==> config.mk <==
export PLATFORM = sky130hd
export DESIGN_NAME = axis_packetizer_tlast
export DESIGN_NICKNAME = d
export VERILOG_FILES = /design/src/rtl/axis_packetizer_tlast.sv
export SDC_FILE = /design/constraint.sdc
export NUM_CORES = 1
export LEC_CHECK = 0
export BUFFER_PORTS_ARGS = -buffer_cell sky130_fd_sc_hd__buf_2
export CAP_MARGIN = 10
export CORE_MARGIN = 3
export CORE_UTILIZATION = 30
export DETAILED_ROUTE_END_ITERATION = 8
export GPL_TIMING_DRIVEN = 0
export SYNTH_ARGS = -nofsm -noshare
export SYNTH_HDL_FRONTEND = slang
export SYNTH_SLANG_ARGS = --single-unit
==> constraint.sdc <==
create_clock -name aclk -period 3.6 [get_ports aclk]
set_clock_uncertainty 0.2 [all_clocks]
set_input_delay 0.18 -clock aclk [delete_from_list [all_inputs] [get_ports aclk]]
set_output_delay 0.18 -clock aclk [all_outputs]
set_load 0.1 [all_outputs]
==> src/rtl/axis_packetizer_tlast.sv <==
// rtl/axis_packetizer_tlast.sv - AXI-Stream packetizer adding tlast every N beats with idle-timeout flush
//
// Purpose:
//   Turns an unframed sample stream into packets for a DMA S2MM engine. Each packet
//   is cfg_pkt_len beats long, with tlast on the final beat. A partial packet that
//   sees no new input for cfg_timeout cycles is closed early as a short packet.
//
// Ports:
//   aclk, aresetn         clock, asynchronous active-low reset
//   cfg_pkt_len           beats per packet (0 behaves as 1), latched at beat 1
//   cfg_timeout           idle cycles before a short-packet flush (0 = never flush)
//   s_axis_tdata/tvalid/tready              input sample stream
//   m_axis_tdata/tvalid/tready/tlast        output packet stream
//   stat_pkt_count        packets emitted (tlast handshakes), wrapping
//   stat_short_count      packets closed by timeout, wrapping
//   busy                  a packet is open or a register holds data

module axis_packetizer_tlast #(
    parameter int DATA_WIDTH = 32,
    parameter int LEN_WIDTH  = 16,
    parameter int TO_WIDTH   = 16
) (
    input  logic                  aclk,
    input  logic                  aresetn,
    input  logic [LEN_WIDTH-1:0]  cfg_pkt_len,
    input  logic [TO_WIDTH-1:0]   cfg_timeout,
    input  logic [DATA_WIDTH-1:0] s_axis_tdata,
    input  logic                  s_axis_tvalid,
    output logic                  s_axis_tready,
    output logic [DATA_WIDTH-1:0] m_axis_tdata,
    output logic                  m_axis_tvalid,
    input  logic                  m_axis_tready,
    output logic                  m_axis_tlast,
    output logic [31:0]           stat_pkt_count,
    output logic [31:0]           stat_short_count,
    output logic                  busy
);

    // Hold register: the most recently accepted beat. Because H is only vacated by
    // a release, and every non-closing release is paired with a new accept, H is
    // empty exactly when no packet is open; h_idx therefore doubles as the beat
    // counter of the open packet.
    logic [DATA_WIDTH-1:0] h_data;
    logic                  h_valid;
    logic [LEN_WIDTH-1:0]  h_idx;
    logic [LEN_WIDTH-1:0]  plen;
    logic [TO_WIDTH-1:0]   idle;

    logic                  o_free;
    logic                  hit_len;
    logic                  hit_to;
    logic                  s_hs;
    logic                  h_release;
    logic                  rel_last;
    logic                  rel_short;
    logic                  new_pkt;
    logic [LEN_WIDTH-1:0]  next_idx;
    logic [LEN_WIDTH-1:0]  cfg_len_eff;

    always_comb begin
        o_free      = !m_axis_tvalid || m_axis_tready;
        hit_len     = h_valid && (h_idx == plen);
        // >= rather than == so that lowering cfg_timeout below the running count
        // fires the flush at the next compare instead of waiting forever.
        hit_to      = h_valid && (cfg_timeout != '0) && (idle >= cfg_timeout);

        // A non-last beat in H can only move on together with its successor, so
        // readiness while H is full hinges on s_axis_tvalid when neither the
        // length nor the timeout condition would release it on its own.
        s_axis_tready = aresetn &&
                        (!h_valid || (o_free && (hit_len || hit_to || s_axis_tvalid)));
        s_hs        = s_axis_tvalid && s_axis_tready;

        h_release   = h_valid && o_free && (hit_len || s_hs || hit_to);
        // Length match wins; otherwise a concurrent accept keeps the packet open;
        // only a pure timeout closes it short.
        rel_last    = hit_len || !s_hs;
        rel_short   = h_release && !hit_len && !s_hs;

        // The accepted beat starts a packet when none is open, or when the open one
        // is being closed in this same cycle.
        new_pkt     = !h_valid || (h_release && rel_last);
        next_idx    = new_pkt ? LEN_WIDTH'(1) : h_idx + LEN_WIDTH'(1);
        cfg_len_eff = (cfg_pkt_len == '0) ? LEN_WIDTH'(1) : cfg_pkt_len;
    end

    // Hold register, packet length latch and beat counter.
    always_ff @(posedge aclk or negedge aresetn) begin
        if (!aresetn) begin
            h_data  <= '0;
            h_valid <= 1'b0;
            h_idx   <= '0;
            plen    <= LEN_WIDTH'(1);
        end else begin
            if (s_hs) begin
                h_data  <= s_axis_tdata;
                h_valid <= 1'b1;
                h_idx   <= next_idx;
                if (new_pkt) begin
                    plen <= cfg_len_eff;
                end
            end else if (h_release) begin
                h_valid <= 1'b0;
                h_idx   <= '0;
            end
        end
    end

    // Output register; contents only change on a release, which requires O to be
    // empty or handshaking, so tdata/tlast stay put while stalled.
    always_ff @(posedge aclk or negedge aresetn) begin
        if (!aresetn) begin
            m_axis_tdata  <= '0;
            m_axis_tvalid <= 1'b0;
            m_axis_tlast  <= 1'b0;
        end else begin
            if (h_release) begin
                m_axis_tdata  <= h_data;
                m_axis_tlast  <= rel_last;
                m_axis_tvalid <= 1'b1;
            end else if (m_axis_tready) begin
                m_axis_tvalid <= 1'b0;
            end
        end
    end

    // Idle counter: counts cycles a beat has sat in H without a successor,
    // saturating at the live timeout value.
    always_ff @(posedge aclk or negedge aresetn) begin
        if (!aresetn) begin
            idle <= '0;
        end else begin
            if (s_hs || !h_valid || h_release) begin
                idle <= '0;
            end else if (idle < cfg_timeout) begin
                idle <= idle + TO_WIDTH'(1);
            end
        end
    end

    // Statistics.
    always_ff @(posedge aclk or negedge aresetn) begin
        if (!aresetn) begin
            stat_pkt_count   <= '0;
            stat_short_count <= '0;
        end else begin
            if (m_axis_tvalid && m_axis_tready && m_axis_tlast) begin
                stat_pkt_count <= stat_pkt_count + 32'd1;
            end
            if (rel_short) begin
                stat_short_count <= stat_short_count + 32'd1;
            end
        end
    end

    assign busy = h_valid || m_axis_tvalid;

endmodule

=== Yosys cells after proc, flatten, opt, wreduce, memory -nomap -nowiden ===
Cells that the tools add are included.

* Add/sub/neg operators: 4
* Magnitude comparators: 2
* Equality and inequality tests: 1
* Mux-type cells: 10
* Reduce and logical (&&, ||, !) cells: 34

{| class="wikitable"
|+ Operators with widths
! cell !! count
|-
| $mux W16 || 6
|-
| $add A32 B1 Y32 const B || 2
|-
| $add A16 B1 Y16 const B || 2
|-
| $eq A16 B16 Y1 || 1
|-
| $ge A16 B16 Y1 || 1
|-
| $logic_not A16 Y1 || 1
|-
| $lt A16 B16 Y1 || 1
|-
| $reduce_bool A16 Y1 || 1
|-
| $logic_and A1 B1 Y1 || 13
|-
| $logic_or A1 B1 Y1 || 11
|-
| $reduce_bool A2 Y1 || 3
|-
| $logic_not A1 Y1 || 4
|-
| $mux W1 || 4
|-
| $reduce_and A2 Y1 || 1
|}

* Register bits: 179
* Bits of input ports: 68
* Output and inout bits: 100
* Logic and storage cells: 61

=== Depth between registers and ports, before layout ===
* Depth after elaboration: 16
* Gate-level depth with buffers: 9

=== Worst setup path before layout ===
OpenSTA, ideal clock, no wires.

* Kind: flip-flop to output port
* Start: reg idle[13]
* End: out s_axis_tready
* Arrival time: 4.408 ns
* Setup slack: -1.188 ns
* Cell stages (with the launch flop): 8
* Buffers on the path: 1
* Path through: dfrtp_1 -> ha_1 -> nand4_2 -> or4_4 -> a221oi_2 -> o31ai_2 -> buf_6 -> a311oi_1

* Word-level cells in the longest chain between the ends: 7

{| class="wikitable"
|+ RTL lines
! item !! RTL line !! RTL
|-
| from (decl) || 47 || <nowiki>logic [TO_WIDTH-1:0] idle;</nowiki>
|-
| from (signal assigned) || 136 || <nowiki>idle <= idle + TO_WIDTH'(1);</nowiki>
|-
| $ge A16 B16 Y1 || 65 || <nowiki>hit_to = h_valid && (cfg_timeout != '0) && (idle >= cfg_timeout);</nowiki>
|-
| $logic_and A1 B1 Y1 || 65 ||
|-
| $logic_or A1 B1 Y1 (2 in a row) || 71 || <nowiki>(!h_valid || (o_free && (hit_len || hit_to || s_axis_tvalid)));</nowiki>
|-
| $logic_and A1 B1 Y1 || 71 ||
|-
| $logic_or A1 B1 Y1 || 71 ||
|-
| $logic_and A1 B1 Y1 || 70 || <nowiki>s_axis_tready = aresetn &&</nowiki>
|-
| to (decl) || 29 || <nowiki>output logic s_axis_tready,</nowiki>
|}

Every way passes these cells.

=== Worst setup path after layout ===
Same ends and word-level chain as after synthesis.

==> metrics.md <==
| Metric | Value |
|---|---|
| Post-synth EDFFs | `0` |
| CTS tree | `built` |
| Antenna viol nets, final | `0` |
| Multi-input gate area in the final layout | `3970 µm²` |
| Routing usage on met3 | `3.12%` |
| Met1 Use GR | `19.4%` |
| First-pass GRT wire length | `35300 µm` |
| Crit Path Category | `reg2out` |
| Largest net degree at the start of global routing | `108` |
| Number of nets in the layout | `1092` |
| Final TNS setup | `0 ps` |
| CP startpoint kind | `flip-flop` |
| CTS Buf Count | `17` |
| Yosys cell types | `53` |
| Most Crowded Layer GR | `met2` |
| Hpwl dp | `15200 µm` |
| Max-Slew Margin vs Limit | `30.2%` |
| GRT Util Overall | `14.0%` |
| Status | `complete, no violations` |
| Final Cycle Share | `96.3%` |
| RD Place Congestion | `0.772` |
| Async S/R FF share, synth | `100%` |
| Worst-path clk slew | `70 ps` |
| Die Wd | `177 µm` |
| Worst stage delay on the critical path | `570 ps` |
| YS warnings | `0` |
| Register area | `4480 µm²` |
| Syn nets | `851` |
| DR pass1 iterations | `4` |
| Fmax | `0.288 GHz` |
| Die ar. | `31200 µm²` |
| Critical path cell sequence | `ha_1, nand4_4, or4_4, a221oi_4, o31ai_4, buf_6, a311oi_4, buf_12` |
| Die height | `177 µm` |
| Wirelength, routed | `21200 µm` |
| Mapped Cells | `763` |
| Min Tclk post-route | `3470 ps` |
| Filler Cells Inserted | `2767` |
| Synth area leaders | `dfrtp_1 (51%), mux2_2 (10%), xnor2_1 (4.7%), xor2_1 (3.9%), nor4_2 (3.0%)` |
| Area leader, netlist | `dfrtp_1` |
| Layout cells sized above 1 | `32.8%` |
| I/O pin count | `168` |
| Yosys reg bits | `179` |
| Final Util | `40.1%` |
| Share of Yosys cell area claimed by the top area cell type | `51.0%` |
| Worst-Margin Slew | `1040 ps` |
| Critical Path End Type | `primary output` |
| Antenna violations before repair | `1` |
| DRC violations left | `0` |
| P&R area growth vs syn | `29.5%` |
| RSZ-0062 raised after global routing | `false` |
| Worst Hold Class | `in2async` |
| Req. time, crit path | `3220 ps` |
| Initial Util | `30.9%` |
| Met2 usage | `22.3%` |
| Max Slew Vio Count | `0` |
| Sequential fraction of the synthesis area | `51.3%` |
| Leak Pwr | `5.23 nW` |
| Routed vias | `6673` |
| Core area | `28200 µm²` |
| H-tree lvl count | `4` |
| Root Buffer | `clkbuf_16` |
| Critical-path top delay cell | `or4_4` |
| Pwr dens | `647 nW/µm²` |
| Crit path DAT | `3090 ps` |
| Longest Clk Path Bufs | `2` |
| Routed vias/inst | `4.78` |
| Worst-Skew Late Latency | `430 ps` |
| Final hold vios | `0` |
| CP Max Fanout | `5` |
| Cell row count | `61` |
| Wirelength per Cell | `15.2 µm` |
| Max-cap violations | `0` |
| GRT overflow | `0` |
| Mapped cell area | `8730 µm²` |
| Peak supply drop | `0.000343 V` |
| CTS Sinks | `179` |
| # port buffers | `167` |
| Avg Cell Area, Syn | `11.4 µm²` |
| Iter 0 DRT Violations | `405` |
| Ys flop type | `dfrtp_1` |
| Vias in the first global route | `6734` |
| Setup-failing EPs final | `0` |
metal layers:
layer | up-vias | share of wire, %
li1 | 3205 | -
met1 | 3304 | 48
met2 | 150 | 47
met3 | 14 | 4.2
met4 | 0 | 1.2
met5 | - | 0
critical path, delay by kind of cell, from the launching register on:
kind                       cells  cell delay [ps]
AOI/OAI and AO/OA              3              770
and+or+nand+nor                2              700
DFF                            1              420
adders and majority gates      1              360
buffers and inverters          2              390
cells by family after synthesis:
logic type                 synth area share, %
and+or+nand+nor                           16.9
DFF                                       51.3
xor gates and xnor gates                  8.63
AOI/OAI and AO/OA                         6.02
muxes                                     10.6
buffers and inverters                     3.74
adders and majority gates                 2.87
registers in the layout (all words and copies together), names as in the netlist:
| register | flops |
|---|---|
| h_data | 32 |
| h_idx | 16 |
| h_valid | 1 |
| idle | 16 |
| m_axis_tdata | 32 |
| m_axis_tlast | 1 |
| m_axis_tvalid | 1 |
| plen | 16 |
| stat_pkt_count | 32 |
| stat_short_count | 32 |
cells in the mapped netlist (2+ instances only):
master / n
a31oi_1: 6
xor2_1: 39
o21ai_0: 30
o22ai_1: 3
nor4_2: 21
or3_1: 3
dfrtp_1: 178
buf_6: 6
a21oi_1: 21
clkbuf_1: 13
mux2_2: 81
nor4b_1: 2
xnor2_1: 47
and4_1: 9
inv_1: 41
buf_2: 9
nand3_1: 34
and2_1: 7
and3_1: 14
or4_4: 2
o31ai_1: 7
nor3_1: 13
o21a_1: 3
o21ai_1: 2
ha_1: 20
or4_1: 11
nor2_1: 34
or2_2: 2
nand4_1: 23
nor2b_1: 3
nor4_1: 15
nand2_1: 43
where the power goes:
group | internal [mW] | total (mW) | switching (mW) | leakage [nW]
combinational | 0.667 | 2.62 | 1.95 | 2.65
sequential | 2.41 | 2.72 | 0.308 | 2.28
clock | 1.13 | 1.98 | 0.850 | 0.298
placed cells by master, fill, tap and decap left out, types with 11 or more instances in the layout:
master,Yosys,routed
ha_1,20,20
or4_1,11,11
mux2_2,81,81
a21oi_1,21,21
nor2_1,34,34
buf_2,9,174
o21ai_0,30,30
xor2_1,39,39
nor4_2,21,21
dlygate4sd3_1,0,51
nor3_1,13,13
xnor2_1,47,47
nand4_1,23,23
clkbuf_1,13,14
inv_1,41,41
nand3_1,34,34
nor4_1,15,15
dfrtp_1,178,178
and3_1,14,14
nand2_1,43,43
clkbuf_16,0,17
timing repair:
action / 4_1_cts / 5_1_grt
setup endpoints to repair: 1 / 1
hold endpoints to repair: 125 / 0
hold buffers: 52 / 0
pin swaps: 2 / 1
gates resized for setup: 6 / 1
setup buffers: 1 / 1
worst paths after layout:
| kind | endpoint | slack (ps) | depth (start not counted) | start |
|---|---|---|---|---|
| max | s_axis_tready | 130 | 8 | idle[13]$_DFFE_PN0P_ |
| min | m_axis_tdata[8]$_DFFE_PN0P_ | 130 | 3 | aresetn |
| max reg2reg | m_axis_tdata[12]$_DFFE_PN0P_ | 390 | 8 | idle[13]$_DFFE_PN0P_ |
| min reg2reg | stat_pkt_count[31]$_DFFE_PN0P_ | 260 | 1 | stat_pkt_count[31]$_DFFE_PN0P_ |
| max in group asynchronous | h_data[30]$_DFFE_PN0P_ | 2540 | 3 | aresetn |
| min in group aclk | stat_pkt_count[31]$_DFFE_PN0P_ | 260 | 1 | stat_pkt_count[31]$_DFFE_PN0P_ |
cell type report:
cell class / instances / area share (%)
Clock buffer: 19 / 3.92
Buffer: 30 / 1.53
Inverter: 41 / 1.36
Clock inverter: 12 / 1.53
Sequential cell: 179 / 39.6
Timing Repair Buffer: 222 / 12.7
Tap cell: 378 / 4.18
Antenna cell: 1 / 0.0221
Multi-Input combinational cell: 513 / 35.1
stage by stage:
stage / hold WS, ps / instance area (µm²) / cells / worst slack (ps) / power, mW
floorplan: -316 / 8750 / 763 / 343 / 4.78
global placement: 214 / 10100 / 1308 / -2860 / 5.28
detailed placement: -2.17 / 10100 / 1309 / 71.7 / 5.34
CTS: 135 / 11300 / 1393 / 4.52 / 7.41
global route: 154 / 11300 / 1395 / 9.28 / 7.68
finish: 126 / 11300 / 1395 / 132 / 7.31
(Power assumes the default switching activity.)
